### src/rtl/timer_bank.sv
// timer_bank: 8051-style timer/counter bank (TMOD, TLx/THx, TFx) for 1 or 2 timers.
// Machine-cycle prescaler, GATE qualification by INTx, modes 0-3, sticky TF flags.
// Optional macro TIMER_EXT_COUNT_EN: when defined, C/T=1 counts falling edges on t_pin;
// when undefined, C/T is ignored and every timer counts prescaler ticks.

`ifndef SFR_TMOD
`define SFR_TMOD 8'h89
`endif
`ifndef SFR_TL0
`define SFR_TL0 8'h8A
`endif
`ifndef SFR_TL1
`define SFR_TL1 8'h8B
`endif
`ifndef SFR_TH0
`define SFR_TH0 8'h8C
`endif
`ifndef SFR_TH1
`define SFR_TH1 8'h8D
`endif

module timer_bank #(
  parameter int NUM_TIMERS = 2,
  parameter int PRESCALE   = 12
) (
  input  logic                    clock,
  input  logic                    reset,
  input  logic [7:0]              wr_addr,
  input  logic [7:0]              data_in,
  input  logic                    wr,
  input  logic                    wr_bit,
  input  logic [NUM_TIMERS-1:0]   tr,
  input  logic [NUM_TIMERS-1:0]   int_n,
  input  logic [NUM_TIMERS-1:0]   t_pin,
  input  logic [NUM_TIMERS-1:0]   int_ack,
  output logic [7:0]              tmod,
  output logic [8*NUM_TIMERS-1:0] tl,
  output logic [8*NUM_TIMERS-1:0] th,
  output logic [NUM_TIMERS-1:0]   tf
);

  localparam int PW = (PRESCALE > 1) ? $clog2(PRESCALE) : 1;

  logic [PW-1:0]         r_presc;
  logic [7:0]            r_tmod;
  logic [7:0]            r_tl [NUM_TIMERS];
  logic [7:0]            r_th [NUM_TIMERS];
  logic [NUM_TIMERS-1:0] r_tf;
  logic [NUM_TIMERS-1:0] r_int_s1, r_int_s2;

  logic                  w_tick, w_wr_byte, w_wr_tmod, w_th0_evt, w_th0_ovf, w_t0_mode3;
  logic [1:0]            w_tr2;
  logic [1:0]            w_mode [NUM_TIMERS];
  logic [NUM_TIMERS-1:0] w_run, w_src, w_evt, w_wr_tl, w_wr_th, w_wr_tim, w_ovf, w_tf_set;
  logic [7:0]            w_tl_nx [NUM_TIMERS];
  logic [7:0]            w_th_nx [NUM_TIMERS];

  assign w_tick     = (r_presc == PW'(PRESCALE - 1));
  assign w_wr_byte  = wr & ~wr_bit;
  assign w_wr_tmod  = w_wr_byte & (wr_addr == `SFR_TMOD);
  assign w_tr2      = 2'(tr);
  // In mode 3, TH0 borrows TR1 and runs from the tick only.
  assign w_th0_evt  = (NUM_TIMERS == 2) & w_tr2[1] & w_tick;
  assign w_t0_mode3 = (w_mode[0] == 2'd3);
  assign tmod       = r_tmod;
  assign tf         = r_tf;

`ifdef TIMER_EXT_COUNT_EN
  logic [NUM_TIMERS-1:0] r_t_s1, r_t_s2, r_t_s3;
  logic [NUM_TIMERS-1:0] w_fall;
  assign w_fall = r_t_s3 & ~r_t_s2;

  // t_pin synchroniser plus edge register, idle-high after reset
  always_ff @(posedge clock) begin
    if (reset) begin
      r_t_s1 <= '1;
      r_t_s2 <= '1;
      r_t_s3 <= '1;
    end else begin
      r_t_s1 <= t_pin;
      r_t_s2 <= r_t_s1;
      r_t_s3 <= r_t_s2;
    end
  end
`else
  logic w_unused_tpin;
  assign w_unused_tpin = ^t_pin;
`endif

  for (genvar gi = 0; gi < NUM_TIMERS; gi++) begin : g_tim
    localparam logic [7:0] A_TL = (gi == 0) ? `SFR_TL0 : `SFR_TL1;
    localparam logic [7:0] A_TH = (gi == 0) ? `SFR_TH0 : `SFR_TH1;
    assign w_mode[gi]   = r_tmod[4*gi +: 2];
    assign w_run[gi]    = tr[gi] & (~r_tmod[4*gi+3] | r_int_s2[gi]);
`ifdef TIMER_EXT_COUNT_EN
    assign w_src[gi]    = r_tmod[4*gi+2] ? w_fall[gi] : w_tick;
`else
    assign w_src[gi]    = w_tick;
`endif
    assign w_evt[gi]    = w_run[gi] & w_src[gi];
    assign w_wr_tl[gi]  = w_wr_byte & (wr_addr == A_TL);
    assign w_wr_th[gi]  = w_wr_byte & (wr_addr == A_TH);
    assign w_wr_tim[gi] = w_wr_tl[gi] | w_wr_th[gi];
    assign tl[8*gi +: 8] = r_tl[gi];
    assign th[8*gi +: 8] = r_th[gi];
  end

  // Next counter values and overflow; a byte write to the timer overrides counting
  always_comb begin
    w_th0_ovf = 1'b0;
    for (int i = 0; i < NUM_TIMERS; i++) begin
      w_tl_nx[i] = r_tl[i];
      w_th_nx[i] = r_th[i];
      w_ovf[i]   = 1'b0;
      if (w_evt[i]) begin
        case (w_mode[i])
          2'd0: begin
            {w_th_nx[i], w_tl_nx[i][4:0]} = {r_th[i], r_tl[i][4:0]} + 13'd1;
            w_ovf[i] = &{r_th[i], r_tl[i][4:0]};
          end
          2'd1: begin
            {w_th_nx[i], w_tl_nx[i]} = {r_th[i], r_tl[i]} + 16'd1;
            w_ovf[i] = &{r_th[i], r_tl[i]};
          end
          2'd2: begin
            if (&r_tl[i]) begin
              w_tl_nx[i] = r_th[i];
              w_ovf[i]   = 1'b1;
            end else begin
              w_tl_nx[i] = r_tl[i] + 8'd1;
            end
          end
          default: begin
            if (i == 0) begin
              w_tl_nx[i] = r_tl[i] + 8'd1;
              w_ovf[i]   = &r_tl[i];
            end
          end
        endcase
      end
      if (i == 0 && w_t0_mode3 && w_th0_evt) begin
        w_th_nx[i] = r_th[i] + 8'd1;
        w_th0_ovf  = &r_th[i];
      end
      if (w_wr_tim[i]) begin
        w_tl_nx[i] = w_wr_tl[i] ? data_in : r_tl[i];
        w_th_nx[i] = w_wr_th[i] ? data_in : r_th[i];
      end
    end
    for (int i = 0; i < NUM_TIMERS; i++) begin
      w_tf_set[i] = w_ovf[i] & ~w_wr_tim[i];
    end
    // TH0 owns tf[1] while timer 0 is split
    if (NUM_TIMERS == 2 && w_t0_mode3) begin
      w_tf_set[NUM_TIMERS-1] = w_th0_ovf & ~w_wr_tim[0];
    end
  end

  // Prescaler, INTx synchroniser, TMOD, counters and sticky flags
  always_ff @(posedge clock) begin
    if (reset) begin
      r_presc  <= '0;
      r_tmod   <= 8'h00;
      r_tf     <= '0;
      r_int_s1 <= '1;
      r_int_s2 <= '1;
      for (int i = 0; i < NUM_TIMERS; i++) begin
        r_tl[i] <= 8'h00;
        r_th[i] <= 8'h00;
      end
    end else begin
      r_presc  <= w_tick ? '0 : r_presc + PW'(1);
      r_int_s1 <= int_n;
      r_int_s2 <= r_int_s1;
      if (w_wr_tmod) r_tmod <= data_in;
      r_tf <= (r_tf & ~int_ack) | w_tf_set;
      for (int i = 0; i < NUM_TIMERS; i++) begin
        r_tl[i] <= w_tl_nx[i];
        r_th[i] <= w_th_nx[i];
      end
    end
  end

endmodule

### config.mk
export PLATFORM = sky130hd
export DESIGN_NAME = timer_bank
export DESIGN_NICKNAME = d
export VERILOG_FILES = /design/src/rtl/timer_bank.sv
export SDC_FILE = /design/constraint.sdc
export NUM_CORES = 1
export LEC_CHECK = 0
export BUFFER_PORTS_ARGS = -buffer_cell sky130_fd_sc_hd__buf_2
export CELL_PAD_IN_SITES_DETAIL_PLACEMENT = 0
export CELL_PAD_IN_SITES_GLOBAL_PLACEMENT = 1
export CORE_AREA = 2 2 102 104
export DETAILED_ROUTE_END_ITERATION = 16
export DIE_AREA = 0 0 104 106
export HOLD_SLACK_MARGIN = 0.08
export PLACE_DENSITY_LB_ADDON = 0.12
export SYNTH_ARGS = -nofsm -noshare
export SYNTH_HDL_FRONTEND = slang
export SYNTH_SLANG_ARGS = --single-unit
### constraint.sdc
create_clock -name clock -period 2.51 [get_ports clock]
set_input_delay 0.753 -clock clock [delete_from_list [all_inputs] [get_ports clock]]
set_output_delay 0.753 -clock clock [all_outputs]
set_load 0.005 [all_outputs]
# Word-level counts from Yosys, hierarchy flattened
# Memory sizes are Yosys's and may differ from the RTL's.
# Index checks and enable logic that the tools add are counted.
# Widths: inputs -> output; s select.
word_totals:
  output_inout_bits: 42
  ramBits: 32
  mem_count: 2
  ff_bits: 18
  input_bits: 28
classes:
  n_reduce_logical: 11
  n_addsub: 8
  eq_ne: 11
  n_bitwise: 30
  n_mux: 36
memory_table:
  columns: ["memory", "depth", "word_bits", "rd", "rd_ports_with_merged_regs", "wr", "line", "rtl"]
  rows:
  - ["r_th", 2, 8, 2, 0, 2, "47", "logic [7:0] r_th [NUM_TIMERS];"]
  - ["r_tl", 2, 8, 2, 0, 2, "46", "logic [7:0] r_tl [NUM_TIMERS];"]
op_table:
  columns: ["cell", "n"]
  rows:
  - ["$mux 8", 19]
  - ["$eq 8x8->1 const B", 5]
  - ["$add 16x1->16 const B", 2]
  - ["$pmux 8 s2", 2]
  - ["$reduce_and 16->1", 2]
  - ["$pmux 5 s3", 2]
  - ["$add 13x1->13 const B", 2]
  - ["$reduce_and 13->1", 2]
  - ["$add 8x1->8 const B", 3]
  - ["$reduce_and 8->1", 3]
  - ["$and 1x1->1", 14]
  - ["$mux 1", 9]
  - ["$pmux 3 s3", 1]
  - ["$or 1x1->1", 8]
  - ["$eq 2x2->1 const B", 3]
  - ["$pmux 1 s3", 2]
  - ["$pmux 3 s2", 1]
  - ["$not 1->1", 5]
  - ["$add 4x1->4 const B", 1]
  - ["$eq 2x1->1 const B", 2]
  - ["$eq 4x4->1 const B", 1]
  - ["$logic_not 2->1", 2]
  - ["$and 2x2->2", 1]
  - ["$not 2->2", 1]
  - ["3 further kinds", 3]

# Depth between registers and ports, before layout
# Gate-level depths: netlist of the first run.
depth:
  depth_word: 8
  depth_mapped: 9

# Worst setup path before layout of the first run
# OpenSTA, ideal clock, no wires.
synth_path:
  path_kind: "input port to flip-flop"
  start: "in wr_addr[5]"
  end: "mem r_tl[1][2] (netlist: r_tl[0][10])"
  setup_time_ps: 96
  path_buffers: 1
  t_arrival_ps: 2494
  setup_slack_ps: -80
  path_stages: 6
  path_cell_list: "or4b_4 -> or3_1 -> buf_6 -> a21boi_4 -> or2_4 -> o41ai_2"
synth_lines:
  columns: ["element", "line", "rtl"]
  rows:
  - ["from (decl)", "28", "input logic [7:0] wr_addr,"]
  - ["to (decl)", "46", null]

==> results of run 1 <==
[metal layers]
metal | vias to the layer above | track usage [%] | part of all wire [%]
li1 | 1942 | - | -
met1 | 1905 | 29.4 | 45
met2 | 107 | 42.8 | 49
met3 | 20 | 2.76 | 3.7
met4 | 0 | 7.43 | 2.3
met5 | - | 0 | 0
[where the power goes]
| group | switching [mW] | internal, mW | leakage, nW | total (mW) |
|---|---|---|---|---|
| clock network | 0.282 | 0.191 | 0.0362 | 0.474 |
| logic | 0.0735 | 0.0455 | 1.30 | 0.119 |
| registers | 0.00426 | 0.800 | 0.404 | 0.804 |
| total | 0.360 | 1.04 | 1.74 | 1.40 |
[placed cells by master, fill, tap and decap left out, types with 6 or more instances in the layout]
master     n
nand2_1   41
buf_4     46
xor2_1     6
a21oi_1   20
inv_1     13
o31ai_1    6
ha_1      12
xnor2_1    8
o41ai_1    8
dfxtp_1   50
o211ai_1   7
o32ai_1    9
nor3_1    17
nand4_1   17
nand3_1   15
mux2i_1    7
buf_2     67
nor2_1    33
o21ai_0   17
and3_1    10
a22oi_1   11
[cell families after synthesis]
kind of cell / count (synthesis) / share of synthesized area (%)
flops: 50 / 28.1
fa+ha+maj: 12 / 4.21
mux: 7 / 1.97
simple gates: 188 / 28.5
xor+xnor: 14 / 3.44
compound gates: 140 / 30.0
buf+inv: 33 / 3.76
[worst paths after layout]
check         startpoint     endpoint  slack (ns)
max           wr_addr[5]  r_tl[0][12]        0.09
min          r_int_s1[1]  r_int_s2[1]        0.41
max reg2reg   r_presc[0]   r_th[0][1]        0.24
min reg2reg  r_int_s1[1]  r_int_s2[1]        0.41
[per-stage QoR]
stage / utilization [%] / area, um^2 / TNS, ns
detailed placement: 44.2 / 4420 / -3.15
floorplan: - / 3570 / -0.00510
global route: 45.0 / 4500 / 0
finish: 45.0 / 4500 / 0
global placement: 44.2 / 4420 / -2.73
CTS: 45.0 / 4500 / 0
[critical path, delay by kind of cell]
kind	cells	cell delay, ns
compound gates	2	0.49
buf+inv	1	0.11
simple gates	3	1.28
[cell type report]
class	count	share of cell area, %
Multi-Input combinational cell	361	54.2
Clock inverter	2	0.333
Tap cell	136	3.78
Inverter	13	1.08
Clock buffer	5	1.53
Sequential cell	50	22.2
Timing Repair Buffer	117	16.9
[state kept, by name, summed over array words and instances, names as in the netlist]
register	count
r_tl	16
r_th	16
r_int_s2	2
tf	2
r_presc	4
tmod	8
r_int_s1	2
==> metrics.cfg, run 1 <==
[placement]
portBuffers = 67
place_ws_ns = -0.212
gp_congestion = 0.843
dp_hpwl_um = 9790
placed_cells = 677

[yosys]
synthArstFlopShare_pct = 0
ys_top_cells_by_count = dfxtp_1 (50), nand2_1 (41), nor2_1 (33)
yosysTopAreaCellShare_pct = 28.1
synth_edf_count = 0
synthFlopType = dfxtp_1
synth_seq_cells = 50
synth-seq-area-share_pct = 28.1
synth_area_um2 = 3560
synth.distinct_cells = 70
synth_most_common_cell = dfxtp_1
syn_avg_cell_area_um2 = 8.03
yosysTopAreaCell = dfxtp_1
synthCells = 444
syn_nets = 484
yosysWarnings = 0
ys_top_cells_by_area = dfxtp_1 (28%), nand2_1 (4.3%), ha_1 (4.2%)

[timing]
hold_viol_final = 0
timing.final.ws_setup_ns = 0.0863
fin_skew_ns = 0.00917
max_freq_mhz = 413
final_max_slew_viol_count = 0
min_period_over_period_pct = 96.6
fin_crit_ns = 2.42
relSlewSlack_pct = 62.1
rsz0062_at_grt = false
tightest_slew_ns = 0.563
whs_ns = 0.414
setup_viol = 0

[worst_setup_path]
worst-r2r-cell-count = 7
crit_path_start_kind = primary input
crit_path_top_delay_cell = or4b_4
slowest_delay_ns = 0.55
path_cells = buf_2 > or4b_4 > or3_1 > a21boi_4 > or2_4 > a221oi_1
cp_data_arrival_time_ns = 2.64
crit_path_end_kind = flip-flop
crit_required_ns = 2.72
path_max_fanout = 6
path_class = in -> reg

[drt]
drcViolationCount = 0
first_pass_iters = 4
drt-initial-drc-count = 159
vias = 3974
finalWirelength_um = 13000
via_per_inst = 5.81
wire_per_inst_um = 19.1
ant_nets = 0

[global_routing]
grt_pass1_vias = 3923
grt_max_degree = 33
gr-total-overflow = 0
grt_pass1_wl_um = 20800
grt_usage_pct = 23.7
antenna_found_initial = 0

[worst_hold_path]
min_path_cells = 1
holdCritPathClass = reg -> reg

[clock_tree]
clkSlewWorstSetupHoldPaths_ns = 0.09
htreeDepth = 2
post-cts-setup-buffers = 0
clockRootBuffer = clkbuf_8
cts_tree = yes
cts_resized = 0
cts_hold_buf = 0
clk-insertion-delay-late_ns = 0.31
numCtsBuffers = 5
clockBufferDepth = 2
clock_sinks = 50

[floorplanning]
ios = 70
fp.dieH_um = 106
core_area_um2 = 10000
start_util_pct = 35.6
fp.dieW_um = 104
core.rowCount = 37
fp.dieArea_um2 = 11000

[final_layout]
seq_area_um2 = 1000
stdcell_count = 684
antennaDiodeCount = 0
fin_nets = 588
drive_gt1_share_pct = 26.1
num-fill-cells = 1049
multi_input_area_um2 = 2440
area_growth_pct = 26.4

[outcome]
status = completed

[power]
p_per_area_nw_per_um2 = 310
p_leak_nw = 1.74
vdd_drop_max_uv = 206
total_power_mw = 1.40

[run]
drv_cap = 0

Power figures use the tool's default switching activity.
==> inputs of run 2 (changes only) <==
Settings changed: CELL_PAD_IN_SITES_DETAIL_PLACEMENT 0 to 1, CELL_PAD_IN_SITES_GLOBAL_PLACEMENT 1 to 2, CORE_AREA 2 2 102 104 to 2 2 114 116, DIE_AREA 0 0 104 106 to 0 0 116 118.
==> run 2 against run 1 <==
First-iteration DRC count up 9.4%. Non-clock buffer count is 11 higher. Utilization decreased by 7.0 points. Cell area rose by 4.8%. Die area increased by 24%. Sequential share of layout area decreased by 1.0 points. Wire length up 16%. Global-route usage fell by 1.3 points. Maximum frequency rose by 2.4%. Total power is 24% higher. Final cell count up 7.0%.
==> metrics.cfg, run 2 (same netlist as run 1, synthesis figures left out) <==
[global_routing]
antenna_found_initial = 0
grt_usage_pct = 22.3
grt.busiest_layer = met2
use_met2_pct = 38.7
grtUsageMet3_pct = 2.63
grt_util_met1_pct = 28.1
grt_max_degree = 40
grt_pass1_wl_um = 23400
grt_pass1_vias = 4166
gr-total-overflow = 0

[timing]
final_max_slew_viol_count = 0
whs_ns = 0.406
rsz0062_at_grt = false
min_period_over_period_pct = 94.3
tightest_slew_ns = 0.608
fin_skew_ns = 0.00543
max_freq_mhz = 422
fin_crit_ns = 2.37
tns_ns = 0
relSlewSlack_pct = 59.4
hold_viol_final = 0
setup_viol = 0

[placement]
gp_congestion = 0.924
portBuffers = 67
dp_hpwl_um = 11700
placed_cells = 724
dpl_cell_area_um2 = 4550

[worst_setup_path]
crit_path_end_kind = flip-flop
r2r_slack_ns = 0.25
worst-r2r-cell-count = 6
path_class = in -> reg
path_max_fanout = 5
crit_path_start_kind = primary input
cp_data_arrival_time_ns = 2.54
crit_required_ns = 2.69

[final_layout]
fin_nets = 599
antennaDiodeCount = 0
final_common_cell = buf_2
fin_util_pct = 38.0
num-fill-cells = 1559
finalInstanceArea_um2 = 4720
area_growth_pct = 32.4
stdcell_count = 732
drive_gt1_share_pct = 27.9
final_cell_mix = buf_2 (67), buf_4 (57), dfxtp_1 (50)

[floorplanning]
core_area_um2 = 12400
core.rowCount = 41
fp.dieH_um = 118
ios = 70
fp.dieW_um = 116
fp.dieArea_um2 = 13700
start_util_pct = 28.7

[clock_tree]
clkSlewWorstSetupHoldPaths_ns = 0.07
cts_resized = 0
post-cts-setup-buffers = 0
clockBufferDepth = 2
clock_sinks = 50
cts_tree = yes
numCtsBuffers = 5
clockRootBuffer = clkbuf_16
cts_hold_buf = 0
clk-insertion-delay-late_ns = 0.30
htreeDepth = 2

[drt]
first_pass_iters = 4
ant_nets = 0
via_per_inst = 5.62
wire_per_inst_um = 20.7
vias = 4115
drt-initial-drc-count = 174
drcViolationCount = 0
finalWirelength_um = 15200

[worst_hold_path]
holdCritPathClass = reg -> reg
min_path_cells = 1

[run]
drv_cap = 0

[power]
p_leak_nw = 1.85
vdd_drop_max_uv = 244
p_per_area_nw_per_um2 = 368

[outcome]
status = completed

run 2: cell count changes in the layout (fill, tap and decap cells not counted), sizes merged:
cell | previous run | this run
bufinv | 0 | 1
buf | 117 | 128
clkinv | 0 | 2
clkinvlp | 2 | 0
run 2: critical path, cell delays in order:
cell	delay, ns
buf_2	0.11
or4b_4	0.58
or3_4	0.40
buf_4	0.16
a21oi_1	0.24
or2_2	0.20
a31oi_1	0.10
run 2: final timing paths:
check,end,startpoint
worst min register to register,r_int_s2[0],r_int_s1[0]
worst max-delay path,r_tl[0][13],wr_addr[5]
worst max register to register,r_th[0][15],tmod[4]
worst min-delay path,r_int_s2[0],r_int_s1[0]
run 2: per-layer routing:
metal / part of all wire (%) / routed length, um / vias to the layer above
li1: - / - / 1973
met5: 0 / 0 / -
met4: 2.9 / 434 / 0
met3: 3.6 / 543 / 26
met1: 43 / 6570 / 2033
met2: 50 / 7620 / 83
run 2: area by class of cell:
class / instances / area (um^2) / share of cell area [%]
Tap cell: 172 / 215 / 4.56
Sequential cell: 50 / 1000 / 21.2
Clock inverter: 3 / 40.0 / 0.849
Timing Repair Buffer: 128 / 843 / 17.9
Clock buffer: 5 / 125 / 2.65
Multi-Input combinational cell: 361 / 2440 / 51.8
Inverter: 13 / 48.8 / 1.03
run 2: per-stage QoR:
stage	total power, mW	setup slack [ns]
2_1_floorplan	0.868	-0.00510
3_3_place_gp	0.947	-0.217
3_5_place_dp	0.951	-0.272
4_1_cts	1.76	0.0533
5_1_grt	1.79	0.0518
6_report	1.74	0.142
run 2: power by group:
part,switching [mW],total (mW),internal (mW)
sequential,0.00419,0.804,0.800
combinational,0.0787,0.127,0.0488
clock,0.339,0.807,0.468
total,0.422,1.74,1.32
